$ cat src/rtl/axil_arb_pkg.sv
// Shared types and constants for the two-to-one AXI-Lite memory arbiter.
package axil_arb_pkg;

  typedef enum logic [2:0] {
    ARB_IDLE,
    ARB_RD_ADDR,
    ARB_RD_DATA,
    ARB_WR_REQ,
    ARB_WR_RESP
  } arb_state_t;

  // last_grant starts at 1 so that requester 0 wins the first tie after reset
  localparam logic IDLE_LAST_GRANT = 1'b1;

  localparam logic [1:0] RESP_OK = 2'b00;

endpackage

$ cat src/rtl/axi_if.sv
// AXI-Lite bundle with manager and subordinate views.
interface axi_if #(
  parameter int ADDR_WIDTH = 32,
  parameter int DATA_WIDTH = 32
);
  logic [ADDR_WIDTH-1:0]   AWADDR;
  logic [2:0]              AWPROT;
  logic                    AWVALID;
  logic                    AWREADY;
  logic [DATA_WIDTH-1:0]   WDATA;
  logic [DATA_WIDTH/8-1:0] WSTRB;
  logic                    WVALID;
  logic                    WREADY;
  logic [1:0]              BRESP;
  logic                    BVALID;
  logic                    BREADY;
  logic [ADDR_WIDTH-1:0]   ARADDR;
  logic [2:0]              ARPROT;
  logic                    ARVALID;
  logic                    ARREADY;
  logic [DATA_WIDTH-1:0]   RDATA;
  logic [1:0]              RRESP;
  logic                    RVALID;
  logic                    RREADY;

  modport manager (
    output AWADDR, AWPROT, AWVALID, input AWREADY,
    output WDATA, WSTRB, WVALID, input WREADY,
    input BRESP, BVALID, output BREADY,
    output ARADDR, ARPROT, ARVALID, input ARREADY,
    input RDATA, RRESP, RVALID, output RREADY
  );

  modport subord (
    input AWADDR, AWPROT, AWVALID, output AWREADY,
    input WDATA, WSTRB, WVALID, output WREADY,
    output BRESP, BVALID, input BREADY,
    input ARADDR, ARPROT, ARVALID, output ARREADY,
    output RDATA, RRESP, RVALID, input RREADY
  );
endinterface

$ cat src/rtl/axil_mem_arbiter.sv
// Round-robin two-to-one AXI-Lite arbiter, one transaction in flight at a time.
// Requests are registered toward memory; responses return combinationally.
//
// state       | meaning
// ARB_IDLE    | pick a winner, accept its AR or AW+W and latch it
// ARB_RD_ADDR | present latched read address to memory
// ARB_RD_DATA | forward R channel between memory and granted requester
// ARB_WR_REQ  | present latched AW and W, each dropping after its handshake
// ARB_WR_RESP | forward B channel between memory and granted requester
module axil_mem_arbiter
  import axil_arb_pkg::*;
#(
  parameter int ADDR_WIDTH = 32,
  parameter int DATA_WIDTH = 32
) (
  input logic    ACLK,
  input logic    ARESET,
  axi_if.subord  req0,
  axi_if.subord  req1,
  axi_if.manager mem
);

  localparam int STRB_WIDTH = DATA_WIDTH / 8;

  arb_state_t state, state_nxt;

  logic                  grant, last_grant;
  logic                  aw_done, w_done;
  logic [ADDR_WIDTH-1:0] araddr_q, awaddr_q;
  logic [DATA_WIDTH-1:0] wdata_q;
  logic [STRB_WIDTH-1:0] wstrb_q;

  logic       rd0, rd1, pend0, pend1, any_pend, sel, sel_rd;
  logic       gnt_rready, gnt_bready;
  logic       aw_hs, w_hs, wr_both_done;
  logic [1:0] ar_rdy, aw_rdy, w_rdy, r_vld, b_vld;
  logic       mem_arvalid, mem_awvalid, mem_wvalid, mem_rready, mem_bready;
  logic       r_fwd0, r_fwd1, b_fwd0, b_fwd1;
  logic       unused_prot;

  assign rd0      = req0.ARVALID;
  assign rd1      = req1.ARVALID;
  assign pend0    = rd0 | (req0.AWVALID & req0.WVALID);
  assign pend1    = rd1 | (req1.AWVALID & req1.WVALID);
  assign any_pend = pend0 | pend1;
  assign sel      = (pend0 & pend1) ? ~last_grant : pend1;
  // a requester offering both a read and a write is served the read first
  assign sel_rd   = sel ? rd1 : rd0;

  assign gnt_rready   = grant ? req1.RREADY : req0.RREADY;
  assign gnt_bready   = grant ? req1.BREADY : req0.BREADY;
  assign aw_hs        = mem_awvalid & mem.AWREADY;
  assign w_hs         = mem_wvalid & mem.WREADY;
  assign wr_both_done = (aw_done | aw_hs) & (w_done | w_hs);

  always_ff @(posedge ACLK or posedge ARESET) begin
    if (ARESET) state <= ARB_IDLE;
    else        state <= state_nxt;
  end

  always_comb begin
    state_nxt = state;
    case (state)
      ARB_IDLE:    if (any_pend) state_nxt = sel_rd ? ARB_RD_ADDR : ARB_WR_REQ;
      ARB_RD_ADDR: if (mem.ARREADY) state_nxt = ARB_RD_DATA;
      ARB_RD_DATA: if (mem.RVALID && gnt_rready) state_nxt = ARB_IDLE;
      ARB_WR_REQ:  if (wr_both_done) state_nxt = ARB_WR_RESP;
      ARB_WR_RESP: if (mem.BVALID && gnt_bready) state_nxt = ARB_IDLE;
      default:     state_nxt = ARB_IDLE;
    endcase
  end

  always_comb begin
    ar_rdy      = '0;
    aw_rdy      = '0;
    w_rdy       = '0;
    r_vld       = '0;
    b_vld       = '0;
    mem_arvalid = 1'b0;
    mem_awvalid = 1'b0;
    mem_wvalid  = 1'b0;
    mem_rready  = 1'b0;
    mem_bready  = 1'b0;
    if (!ARESET) begin
      case (state)
        ARB_IDLE: begin
          if (any_pend) begin
            if (sel_rd) begin
              ar_rdy[sel] = 1'b1;
            end else begin
              aw_rdy[sel] = 1'b1;
              w_rdy[sel]  = 1'b1;
            end
          end
        end
        ARB_RD_ADDR: mem_arvalid = 1'b1;
        ARB_RD_DATA: begin
          r_vld[grant] = mem.RVALID;
          mem_rready   = gnt_rready;
        end
        ARB_WR_REQ: begin
          mem_awvalid = ~aw_done;
          mem_wvalid  = ~w_done;
        end
        ARB_WR_RESP: begin
          b_vld[grant] = mem.BVALID;
          mem_bready   = gnt_bready;
        end
        default: ;
      endcase
    end
  end

  always_ff @(posedge ACLK or posedge ARESET) begin
    if (ARESET) begin
      grant      <= 1'b0;
      last_grant <= IDLE_LAST_GRANT;
      aw_done    <= 1'b0;
      w_done     <= 1'b0;
      araddr_q   <= '0;
      awaddr_q   <= '0;
      wdata_q    <= '0;
      wstrb_q    <= '0;
    end else begin
      if (state == ARB_IDLE && any_pend) begin
        grant      <= sel;
        last_grant <= sel;
        if (sel_rd) begin
          araddr_q <= sel ? req1.ARADDR : req0.ARADDR;
        end else begin
          awaddr_q <= sel ? req1.AWADDR : req0.AWADDR;
          wdata_q  <= sel ? req1.WDATA  : req0.WDATA;
          wstrb_q  <= sel ? req1.WSTRB  : req0.WSTRB;
        end
      end
      if (state == ARB_WR_REQ) begin
        if (wr_both_done) begin
          aw_done <= 1'b0;
          w_done  <= 1'b0;
        end else begin
          if (aw_hs) aw_done <= 1'b1;
          if (w_hs)  w_done  <= 1'b1;
        end
      end
    end
  end

  assign r_fwd0 = !ARESET && state == ARB_RD_DATA && !grant;
  assign r_fwd1 = !ARESET && state == ARB_RD_DATA &&  grant;
  assign b_fwd0 = !ARESET && state == ARB_WR_RESP && !grant;
  assign b_fwd1 = !ARESET && state == ARB_WR_RESP &&  grant;

  assign req0.ARREADY = ar_rdy[0];
  assign req0.AWREADY = aw_rdy[0];
  assign req0.WREADY  = w_rdy[0];
  assign req0.RVALID  = r_vld[0];
  assign req0.RDATA   = r_fwd0 ? mem.RDATA : '0;
  assign req0.RRESP   = r_fwd0 ? mem.RRESP : RESP_OK;
  assign req0.BVALID  = b_vld[0];
  assign req0.BRESP   = b_fwd0 ? mem.BRESP : RESP_OK;

  assign req1.ARREADY = ar_rdy[1];
  assign req1.AWREADY = aw_rdy[1];
  assign req1.WREADY  = w_rdy[1];
  assign req1.RVALID  = r_vld[1];
  assign req1.RDATA   = r_fwd1 ? mem.RDATA : '0;
  assign req1.RRESP   = r_fwd1 ? mem.RRESP : RESP_OK;
  assign req1.BVALID  = b_vld[1];
  assign req1.BRESP   = b_fwd1 ? mem.BRESP : RESP_OK;

  assign mem.ARADDR  = araddr_q;
  assign mem.ARPROT  = 3'b000;
  assign mem.ARVALID = mem_arvalid;
  assign mem.AWADDR  = awaddr_q;
  assign mem.AWPROT  = 3'b000;
  assign mem.AWVALID = mem_awvalid;
  assign mem.WDATA   = wdata_q;
  assign mem.WSTRB   = wstrb_q;
  assign mem.WVALID  = mem_wvalid;
  assign mem.RREADY  = mem_rready;
  assign mem.BREADY  = mem_bready;

  // requester protection bits are not forwarded; memory always sees 0
  assign unused_prot = ^{req0.ARPROT, req0.AWPROT, req1.ARPROT, req1.AWPROT};

endmodule

$ cat src/flat_wrapper.sv
// flat-port wrapper written by rule: the top's interface ports become plain ports
module axil_mem_arbiter_flat import axil_arb_pkg::*;
#(
  parameter int ADDR_WIDTH = 32,
  parameter int DATA_WIDTH = 32
)
  (ACLK, ARESET, req0_AWADDR, req0_AWPROT, req0_AWVALID, req0_AWREADY, req0_WDATA, req0_WSTRB, req0_WVALID, req0_WREADY, req0_BRESP, req0_BVALID, req0_BREADY, req0_ARADDR, req0_ARPROT, req0_ARVALID, req0_ARREADY, req0_RDATA, req0_RRESP, req0_RVALID, req0_RREADY, req1_AWADDR, req1_AWPROT, req1_AWVALID, req1_AWREADY, req1_WDATA, req1_WSTRB, req1_WVALID, req1_WREADY, req1_BRESP, req1_BVALID, req1_BREADY, req1_ARADDR, req1_ARPROT, req1_ARVALID, req1_ARREADY, req1_RDATA, req1_RRESP, req1_RVALID, req1_RREADY, mem_AWADDR, mem_AWPROT, mem_AWVALID, mem_AWREADY, mem_WDATA, mem_WSTRB, mem_WVALID, mem_WREADY, mem_BRESP, mem_BVALID, mem_BREADY, mem_ARADDR, mem_ARPROT, mem_ARVALID, mem_ARREADY, mem_RDATA, mem_RRESP, mem_RVALID, mem_RREADY);
  axi_if #(.ADDR_WIDTH(ADDR_WIDTH), .DATA_WIDTH(DATA_WIDTH)) req0_i ();
  axi_if #(.ADDR_WIDTH(ADDR_WIDTH), .DATA_WIDTH(DATA_WIDTH)) req1_i ();
  axi_if #(.ADDR_WIDTH(ADDR_WIDTH), .DATA_WIDTH(DATA_WIDTH)) mem_i ();
  input logic ACLK;
  input logic ARESET;
  input wire logic [$bits(req0_i.AWADDR)-1:0] req0_AWADDR;
  input wire logic [$bits(req0_i.AWPROT)-1:0] req0_AWPROT;
  input wire logic [$bits(req0_i.AWVALID)-1:0] req0_AWVALID;
  output wire logic [$bits(req0_i.AWREADY)-1:0] req0_AWREADY;
  input wire logic [$bits(req0_i.WDATA)-1:0] req0_WDATA;
  input wire logic [$bits(req0_i.WSTRB)-1:0] req0_WSTRB;
  input wire logic [$bits(req0_i.WVALID)-1:0] req0_WVALID;
  output wire logic [$bits(req0_i.WREADY)-1:0] req0_WREADY;
  output wire logic [$bits(req0_i.BRESP)-1:0] req0_BRESP;
  output wire logic [$bits(req0_i.BVALID)-1:0] req0_BVALID;
  input wire logic [$bits(req0_i.BREADY)-1:0] req0_BREADY;
  input wire logic [$bits(req0_i.ARADDR)-1:0] req0_ARADDR;
  input wire logic [$bits(req0_i.ARPROT)-1:0] req0_ARPROT;
  input wire logic [$bits(req0_i.ARVALID)-1:0] req0_ARVALID;
  output wire logic [$bits(req0_i.ARREADY)-1:0] req0_ARREADY;
  output wire logic [$bits(req0_i.RDATA)-1:0] req0_RDATA;
  output wire logic [$bits(req0_i.RRESP)-1:0] req0_RRESP;
  output wire logic [$bits(req0_i.RVALID)-1:0] req0_RVALID;
  input wire logic [$bits(req0_i.RREADY)-1:0] req0_RREADY;
  input wire logic [$bits(req1_i.AWADDR)-1:0] req1_AWADDR;
  input wire logic [$bits(req1_i.AWPROT)-1:0] req1_AWPROT;
  input wire logic [$bits(req1_i.AWVALID)-1:0] req1_AWVALID;
  output wire logic [$bits(req1_i.AWREADY)-1:0] req1_AWREADY;
  input wire logic [$bits(req1_i.WDATA)-1:0] req1_WDATA;
  input wire logic [$bits(req1_i.WSTRB)-1:0] req1_WSTRB;
  input wire logic [$bits(req1_i.WVALID)-1:0] req1_WVALID;
  output wire logic [$bits(req1_i.WREADY)-1:0] req1_WREADY;
  output wire logic [$bits(req1_i.BRESP)-1:0] req1_BRESP;
  output wire logic [$bits(req1_i.BVALID)-1:0] req1_BVALID;
  input wire logic [$bits(req1_i.BREADY)-1:0] req1_BREADY;
  input wire logic [$bits(req1_i.ARADDR)-1:0] req1_ARADDR;
  input wire logic [$bits(req1_i.ARPROT)-1:0] req1_ARPROT;
  input wire logic [$bits(req1_i.ARVALID)-1:0] req1_ARVALID;
  output wire logic [$bits(req1_i.ARREADY)-1:0] req1_ARREADY;
  output wire logic [$bits(req1_i.RDATA)-1:0] req1_RDATA;
  output wire logic [$bits(req1_i.RRESP)-1:0] req1_RRESP;
  output wire logic [$bits(req1_i.RVALID)-1:0] req1_RVALID;
  input wire logic [$bits(req1_i.RREADY)-1:0] req1_RREADY;
  output wire logic [$bits(mem_i.AWADDR)-1:0] mem_AWADDR;
  output wire logic [$bits(mem_i.AWPROT)-1:0] mem_AWPROT;
  output wire logic [$bits(mem_i.AWVALID)-1:0] mem_AWVALID;
  input wire logic [$bits(mem_i.AWREADY)-1:0] mem_AWREADY;
  output wire logic [$bits(mem_i.WDATA)-1:0] mem_WDATA;
  output wire logic [$bits(mem_i.WSTRB)-1:0] mem_WSTRB;
  output wire logic [$bits(mem_i.WVALID)-1:0] mem_WVALID;
  input wire logic [$bits(mem_i.WREADY)-1:0] mem_WREADY;
  input wire logic [$bits(mem_i.BRESP)-1:0] mem_BRESP;
  input wire logic [$bits(mem_i.BVALID)-1:0] mem_BVALID;
  output wire logic [$bits(mem_i.BREADY)-1:0] mem_BREADY;
  output wire logic [$bits(mem_i.ARADDR)-1:0] mem_ARADDR;
  output wire logic [$bits(mem_i.ARPROT)-1:0] mem_ARPROT;
  output wire logic [$bits(mem_i.ARVALID)-1:0] mem_ARVALID;
  input wire logic [$bits(mem_i.ARREADY)-1:0] mem_ARREADY;
  input wire logic [$bits(mem_i.RDATA)-1:0] mem_RDATA;
  input wire logic [$bits(mem_i.RRESP)-1:0] mem_RRESP;
  input wire logic [$bits(mem_i.RVALID)-1:0] mem_RVALID;
  output wire logic [$bits(mem_i.RREADY)-1:0] mem_RREADY;
  assign req0_i.AWADDR = req0_AWADDR;
  assign req0_i.AWPROT = req0_AWPROT;
  assign req0_i.AWVALID = req0_AWVALID;
  assign req0_AWREADY = req0_i.AWREADY;
  assign req0_i.WDATA = req0_WDATA;
  assign req0_i.WSTRB = req0_WSTRB;
  assign req0_i.WVALID = req0_WVALID;
  assign req0_WREADY = req0_i.WREADY;
  assign req0_BRESP = req0_i.BRESP;
  assign req0_BVALID = req0_i.BVALID;
  assign req0_i.BREADY = req0_BREADY;
  assign req0_i.ARADDR = req0_ARADDR;
  assign req0_i.ARPROT = req0_ARPROT;
  assign req0_i.ARVALID = req0_ARVALID;
  assign req0_ARREADY = req0_i.ARREADY;
  assign req0_RDATA = req0_i.RDATA;
  assign req0_RRESP = req0_i.RRESP;
  assign req0_RVALID = req0_i.RVALID;
  assign req0_i.RREADY = req0_RREADY;
  assign req1_i.AWADDR = req1_AWADDR;
  assign req1_i.AWPROT = req1_AWPROT;
  assign req1_i.AWVALID = req1_AWVALID;
  assign req1_AWREADY = req1_i.AWREADY;
  assign req1_i.WDATA = req1_WDATA;
  assign req1_i.WSTRB = req1_WSTRB;
  assign req1_i.WVALID = req1_WVALID;
  assign req1_WREADY = req1_i.WREADY;
  assign req1_BRESP = req1_i.BRESP;
  assign req1_BVALID = req1_i.BVALID;
  assign req1_i.BREADY = req1_BREADY;
  assign req1_i.ARADDR = req1_ARADDR;
  assign req1_i.ARPROT = req1_ARPROT;
  assign req1_i.ARVALID = req1_ARVALID;
  assign req1_ARREADY = req1_i.ARREADY;
  assign req1_RDATA = req1_i.RDATA;
  assign req1_RRESP = req1_i.RRESP;
  assign req1_RVALID = req1_i.RVALID;
  assign req1_i.RREADY = req1_RREADY;
  assign mem_AWADDR = mem_i.AWADDR;
  assign mem_AWPROT = mem_i.AWPROT;
  assign mem_AWVALID = mem_i.AWVALID;
  assign mem_i.AWREADY = mem_AWREADY;
  assign mem_WDATA = mem_i.WDATA;
  assign mem_WSTRB = mem_i.WSTRB;
  assign mem_WVALID = mem_i.WVALID;
  assign mem_i.WREADY = mem_WREADY;
  assign mem_i.BRESP = mem_BRESP;
  assign mem_i.BVALID = mem_BVALID;
  assign mem_BREADY = mem_i.BREADY;
  assign mem_ARADDR = mem_i.ARADDR;
  assign mem_ARPROT = mem_i.ARPROT;
  assign mem_ARVALID = mem_i.ARVALID;
  assign mem_i.ARREADY = mem_ARREADY;
  assign mem_i.RDATA = mem_RDATA;
  assign mem_i.RRESP = mem_RRESP;
  assign mem_i.RVALID = mem_RVALID;
  assign mem_RREADY = mem_i.RREADY;
  axil_mem_arbiter #(.ADDR_WIDTH(ADDR_WIDTH), .DATA_WIDTH(DATA_WIDTH)) u_core (.ACLK(ACLK), .ARESET(ARESET), .req0(req0_i), .req1(req1_i), .mem(mem_i));
endmodule
$ cat config.mk
export PLATFORM = sky130hd
export DESIGN_NAME = axil_mem_arbiter_flat
export DESIGN_NICKNAME = d
export VERILOG_FILES = /design/src/rtl/axil_arb_pkg.sv /design/src/rtl/axi_if.sv /design/src/rtl/axil_mem_arbiter.sv /design/src/flat_wrapper.sv
export SDC_FILE = /design/constraint.sdc
export NUM_CORES = 1
export LEC_CHECK = 0
export CAP_MARGIN = 20
export CORE_AREA = 5 5 175 177
export CTS_CLUSTER_SIZE = 10
export DETAILED_ROUTE_END_ITERATION = 12
export DIE_AREA = 0 0 180 182
export GPL_ROUTABILITY_DRIVEN = 0
export GPL_TIMING_DRIVEN = 0
export SETUP_SLACK_MARGIN = 0.2
export SYNTH_ARGS = -nofsm -noshare
export SYNTH_HDL_FRONTEND = slang
export SYNTH_SLANG_ARGS = --single-unit
$ cat constraint.sdc
create_clock -name ACLK -period 4.1 [get_ports ACLK]
set_input_delay 0.41 -clock ACLK [delete_from_list [all_inputs] [get_ports ACLK]]
set_output_delay 0.41 -clock ACLK [all_outputs]
set_load 0.05 [all_outputs]
# ---- After elaboration in Yosys (flattened, before gate mapping)
# Index checks and enable logic that the tools add are counted.
dict set report totals {
  input_bits 265
  register_bits 107
  ramBits 0
  memories 0
  elab_cells 111
  output_inout_bits 193
  romBits 0
  latch_bits 0
}
dict set report op_classes {
  bitwise 17
  mul 0
  eq_ne 9
  n_shift 0
  n_reduce_logical 21
  magnitude_cmp 4
  n_mux 51
  add_sub_neg 0
  div_mod_pow 0
}
# operator count
set op_table {}
lappend op_table {{$mux W32} 5}
lappend op_table {{$mux W2} 17}
lappend op_table {{$mux W1} 20}
lappend op_table {{$mux W3} 5}
lappend op_table {{$pmux W3 S5} 1}
lappend op_table {{$logic_and A1 B1 Y1} 11}
lappend op_table {{$ne A2 B1 Y1 const B} 4}
lappend op_table {{$reduce_and A2 Y1} 4}
lappend op_table {{$and A1 B1 Y1} 6}
lappend op_table {{$eq A3 B2 Y1 const B} 2}
lappend op_table {{$or A1 B1 Y1} 5}
lappend op_table {{$reduce_and A5 Y1} 1}
lappend op_table {{$and A2 B2 Y2} 2}
lappend op_table {{$lt A1 B2 Y1 const B} 2}
lappend op_table {{$mux W4} 1}
lappend op_table {{$not A1 Y1} 4}
lappend op_table {{$reduce_bool A2 Y1} 2}
lappend op_table {{$eq A3 B1 Y1 const B} 1}
lappend op_table {{$eq A3 B3 Y1 const B} 1}
lappend op_table {{$logic_not A3 Y1} 1}
lappend op_table {{$demux W1 S1} 2}
lappend op_table {{$ge A1 B1 Y1 const B} 2}
lappend op_table {{$logic_not A1 Y1} 2}
lappend op_table {{$ne A2 B2 Y1 const B} 1}

# ---- Logic depth before layout (Yosys ltp)
dict set report depth {
  ltp_word 12
  ltp_mapped 7
  depth_no_buf 4
}

# ---- Worst setup path after synthesis
# No wires, ideal clock.
dict set report synth_timing {
  path_type {input port to output port}
  start {input ARESET}
  end {output mem_BREADY}
  arrival_ns 3.884
  path_stages 4
  setup_slack_ns -0.194
  cell_sequence {clkbuf_1 -> inv_1 -> nand4_1 -> nor2_1}
}
dict set report synth_between {
  elab_chain_len 1
}
# element line
set synth_rtl {}
lappend synth_rtl {{start: declaration} flat_wrapper.sv:12} ;# input logic ARESET;
lappend synth_rtl {{$mux W1} axil_mem_arbiter.sv:84} ;# if (!ARESET) begin
lappend synth_rtl {{end: declaration} flat_wrapper.sv:61} ;# output wire logic [$bits(mem_i.BREADY)-1:0] mem_BREADY;
# Every way passes these cells.

# ---- Final worst setup path
dict set report layout_timing {
  start {input req0_ARVALID}
  end {output req1_AWREADY}
}
dict set report layout_between {
  elab_chain_len 11
}
# element line
set layout_rtl {}
lappend layout_rtl {{start: declaration} flat_wrapper.sv:26} ;# input wire logic [$bits(req0_i.ARVALID)-1:0] req0_ARVALID;
lappend layout_rtl {{$or A1 B1 Y1} axil_mem_arbiter.sv:43} ;# assign pend0 = rd0 | (req0.AWVALID & req0.WVALID);
lappend layout_rtl {{$and A1 B1 Y1} axil_mem_arbiter.sv:46} ;# assign sel = (pend0 & pend1) ? ~last_grant : pend1;
lappend layout_rtl {{$mux W1} axil_mem_arbiter.sv:46}
lappend layout_rtl {{$lt A1 B2 Y1 (not written as such) / $ge A1 B1 Y1 (equally long branches)} axil_mem_arbiter.sv:91} ;# aw_rdy[sel] = 1'b1;
lappend layout_rtl {{$logic_and A1 B1 Y1 (not written as such)} axil_mem_arbiter.sv:91}
lappend layout_rtl {{$mux W1 (not written as such)} axil_mem_arbiter.sv:91}
lappend layout_rtl {{$demux W1 S1} --}
lappend layout_rtl {{$mux W2} axil_mem_arbiter.sv:88} ;# if (sel_rd) begin
lappend layout_rtl {{$mux W2 *} axil_mem_arbiter.sv:87} ;# if (any_pend) begin
lappend layout_rtl {{$mux W2 *} axil_mem_arbiter.sv:85} ;# case (state)
lappend layout_rtl {{$mux W2 *} axil_mem_arbiter.sv:84}
lappend layout_rtl {{end: declaration} flat_wrapper.sv:35} ;# output wire logic [$bits(req1_i.AWREADY)-1:0] req1_AWREADY;
# Mark *: on every way between the ends. The rest lies on a longest branch, timed or not.

==> results.yml <==
run_status:
  status: "completed"
setup_path:
  setup.worst_path.class: "in -> out"
  worstSetupEndpointType: "output port"
  worstPathRequired_ps: 3690
  timing.rr.start: "u_core.state[1]$_DFFE_PP0P_"
  start_kind: "input pin"
  worstSetupStartpoint: "req0_ARVALID"
  cp.arrival_ps: 3240
  rr_worst_depth: 7
  critPathMaxFanout: 10
synth:
  ys_seq_area_frac: 0.444
  ys.warnings.count: 0
  yosysMostFrequentCell: "mux2_2"
  ys_seq_elements: 107
  yosysUniqueCellTypes: 41
  synthesis.area_um2: 6030
  synthArstFlopShare: 1.00
  avgSynthCellArea_um2: 12.2
  yosys-top-cells-count: "134 x mux2_2, 106 x dfrtp_1, 73 x and2_1"
  synth_edf_count: 0
  synth_area_leaders: "dfrtp_1 44%, mux2_2 25%, mux2_1 12%, and2_1 7.6%, buf_2 1.3%"
  synthFlopType: "dfrtp_1"
  syn_inst: 493
  yosys.area.top_type: "dfrtp_1"
  synth_top_area_share: 0.440
cts:
  clock-root-buffer: "clkbuf_16"
  cts.clk_slew.worst_paths_ps: 80
  ctsHtreeMaxLevel: 3
  cts_buffers: 9
  cts_tree: "built"
  cts_buffer_depth: 2
  clkSinkCount: 107
  worstSkewPairLatency_ps: 350
timing:
  drv_slew: 0
  timing.final.crit_share: 0.890
  worstMarginPinSlew_ps: 884
  max_slew_margin: 0.409
  fin_ws_ps: 451
  setup_viol: 0
  skew_ps: 10.8
  rsz0062_at_grt: "false"
  fmax_mhz: 274
  hold_violations: 0
  min_period_ps: 3650
die:
  dieArea_um2: 32800
  row_count: 63
  die_h_um: 182
  core_um2: 29100
  start_util: 0.207
  chipWidth_um: 180
  pin_count: 458
global_routing:
  grt_pass1_wl_um: 35200
  grt_max_degree: 40
  groute.usage.overall: 0.138
  grt_pass1_vias: 5812
  antenna_found_initial: 0
  grt_overflow: 0
route:
  post_drt_wl_per_cell_um: 17.4
  ant_nets: 0
  firstDrtPassIters: 4
  drt_iter0_drc: 118
  via_count: 5441
  remaining_drc_errors: 0
  viasPerCell: 4.05
  wirelength_um: 23400
power:
  power_leakage_nw: 4.52
  p_per_area_nw_per_um2: 689
  ir_drop_mv: 0.328
cells_and_area:
  multi_input_area_um2: 3130
  areaGrowthSynthToFinish_pct: 86.7
  fillers: 2869
  ff_latch_area_um2: 2680
  num-nets-final: 1214
  finalNonFillerCells: 1344
  diodes: 0
  drive_gt1_frac: 0.195
hold_path:
  hold_class: "in -> async"
run:
  timing.max_cap.violations: 0
place:
  port-buffer-count: 438
  dp_slack_ps: 221
  dp_hpwl_um: 19400
  dpl.cell_count: 1328
==> placed cells by master (no fill, tap or decap), types with 3 or more instances in the layout <==
cell type        synthesis  layout
a21oi_1                  9       9
and3_1                   4       4
nor3_1                   3       3
dfrtp_1                106     106
and2_1                  73      73
clkbuf_1                13      14
mux2_2                 134     134
inv_6                    0       4
buf_6                    3       3
nor2_1                  13      12
conb_1                   1       6
mux2_1                  66      66
clkbuf_16                0       9
buf_2                   16      16
buf_4                    8       8
nand2_1                 10      10
clkdlybuf4s50_1          0     436
==> worst paths after layout <==
| path | slack [ps] | endpoint |
|---|---|---|
| hold reg to reg | 490 | u_core.mem.AWADDR[2]$_DFFE_PP0P_ |
| max in group asynchronous | 2980 | u_core.mem.AWADDR[22]$_DFFE_PP0P_ |
| setup reg to reg | 1810 | u_core.mem.AWADDR[9]$_DFFE_PP0P_ |
| setup / recovery | 450 | req1_AWREADY |
| min in group ACLK | 490 | u_core.mem.AWADDR[2]$_DFFE_PP0P_ |
| hold / removal | 440 | u_core.state[0]$_DFFE_PP0P_ |
==> metal layers <==
layer,part of all wire,global-route usage
met5,0,0
met4,0.011,0.0268
met3,0.080,0.0517
met2,0.52,0.252
met1,0.38,0.153
==> worst max-delay path: stages <==
cell and delay [ps]:
clkdlybuf4s50_1 480, a21o_1 200, a21oi_1 350, buf_2 350
buf_2 360, and3b_1 260, clkdlybuf4s50_1 820
==> registers in the layout, indices dropped and copies added, names as in the netlist <==
name and cells:
u_core.aw_done 1, u_core.grant 1, u_core.last_grant 1, u_core.mem.ARADDR 32
u_core.mem.AWADDR 32, u_core.mem.WDATA 32, u_core.mem.WSTRB 4, u_core.state 3
u_core.w_done 1
==> through the flow <==
stage / hold WS [ps] / power, mW / TNS (ps) / util / instance area [µm²]
detailed placement: 475 / 6.97 / 0 / 0.377 / 11000
global route: 514 / 8.18 / 0 / 0.387 / 11300
floorplan: 466 / 5.10 / 0 / - / 6050
finish: 436 / 7.76 / 0 / 0.387 / 11300
CTS: 457 / 7.89 / 0 / 0.387 / 11200
global placement: 466 / 6.93 / -4590 / 0.376 / 10900
==> power by group <==
| group | internal (mW) | leakage [nW] | switching [mW] | total [mW] |
|---|---|---|---|---|
| Combinational | 1.92 | 3.10 | 3.11 | 5.03 |
| Sequential | 1.59 | 1.28 | 0.264 | 1.86 |
| Clock | 0.427 | 0.141 | 0.445 | 0.872 |
==> layout make-up <==
type,instances,area share
Timing Repair Buffer,440,0.393
Multi-Input combinational cell,347,0.278
Sequential cell,107,0.238
Tap cell,390,0.0433
Clock buffer,10,0.0203
Buffer,41,0.0201
Clock inverter,6,0.00500
Inverter,3,0.00133
==> kinds of logic (layout without fill, tap and decap cells) <==
kind of cell,Yosys count,in the layout,synth area share
other,1,6,0.000622
flip-flops,107,107,0.444
AND/OR/NAND/NOR,117,117,0.114
multiplexers,202,202,0.377
AO/OA/AOI/OAI,22,22,0.0247
buffers and inverters,44,500,0.0394
==> repair_timing <==
action	CTS	global route
gates resized for setup	0	3
hold buffers	0	0
endpoints found under the hold margin	0	0
endpoints found under the setup margin	0	4
setup buffers	0	0
No activity file was read; power rests on OpenSTA's default activity.
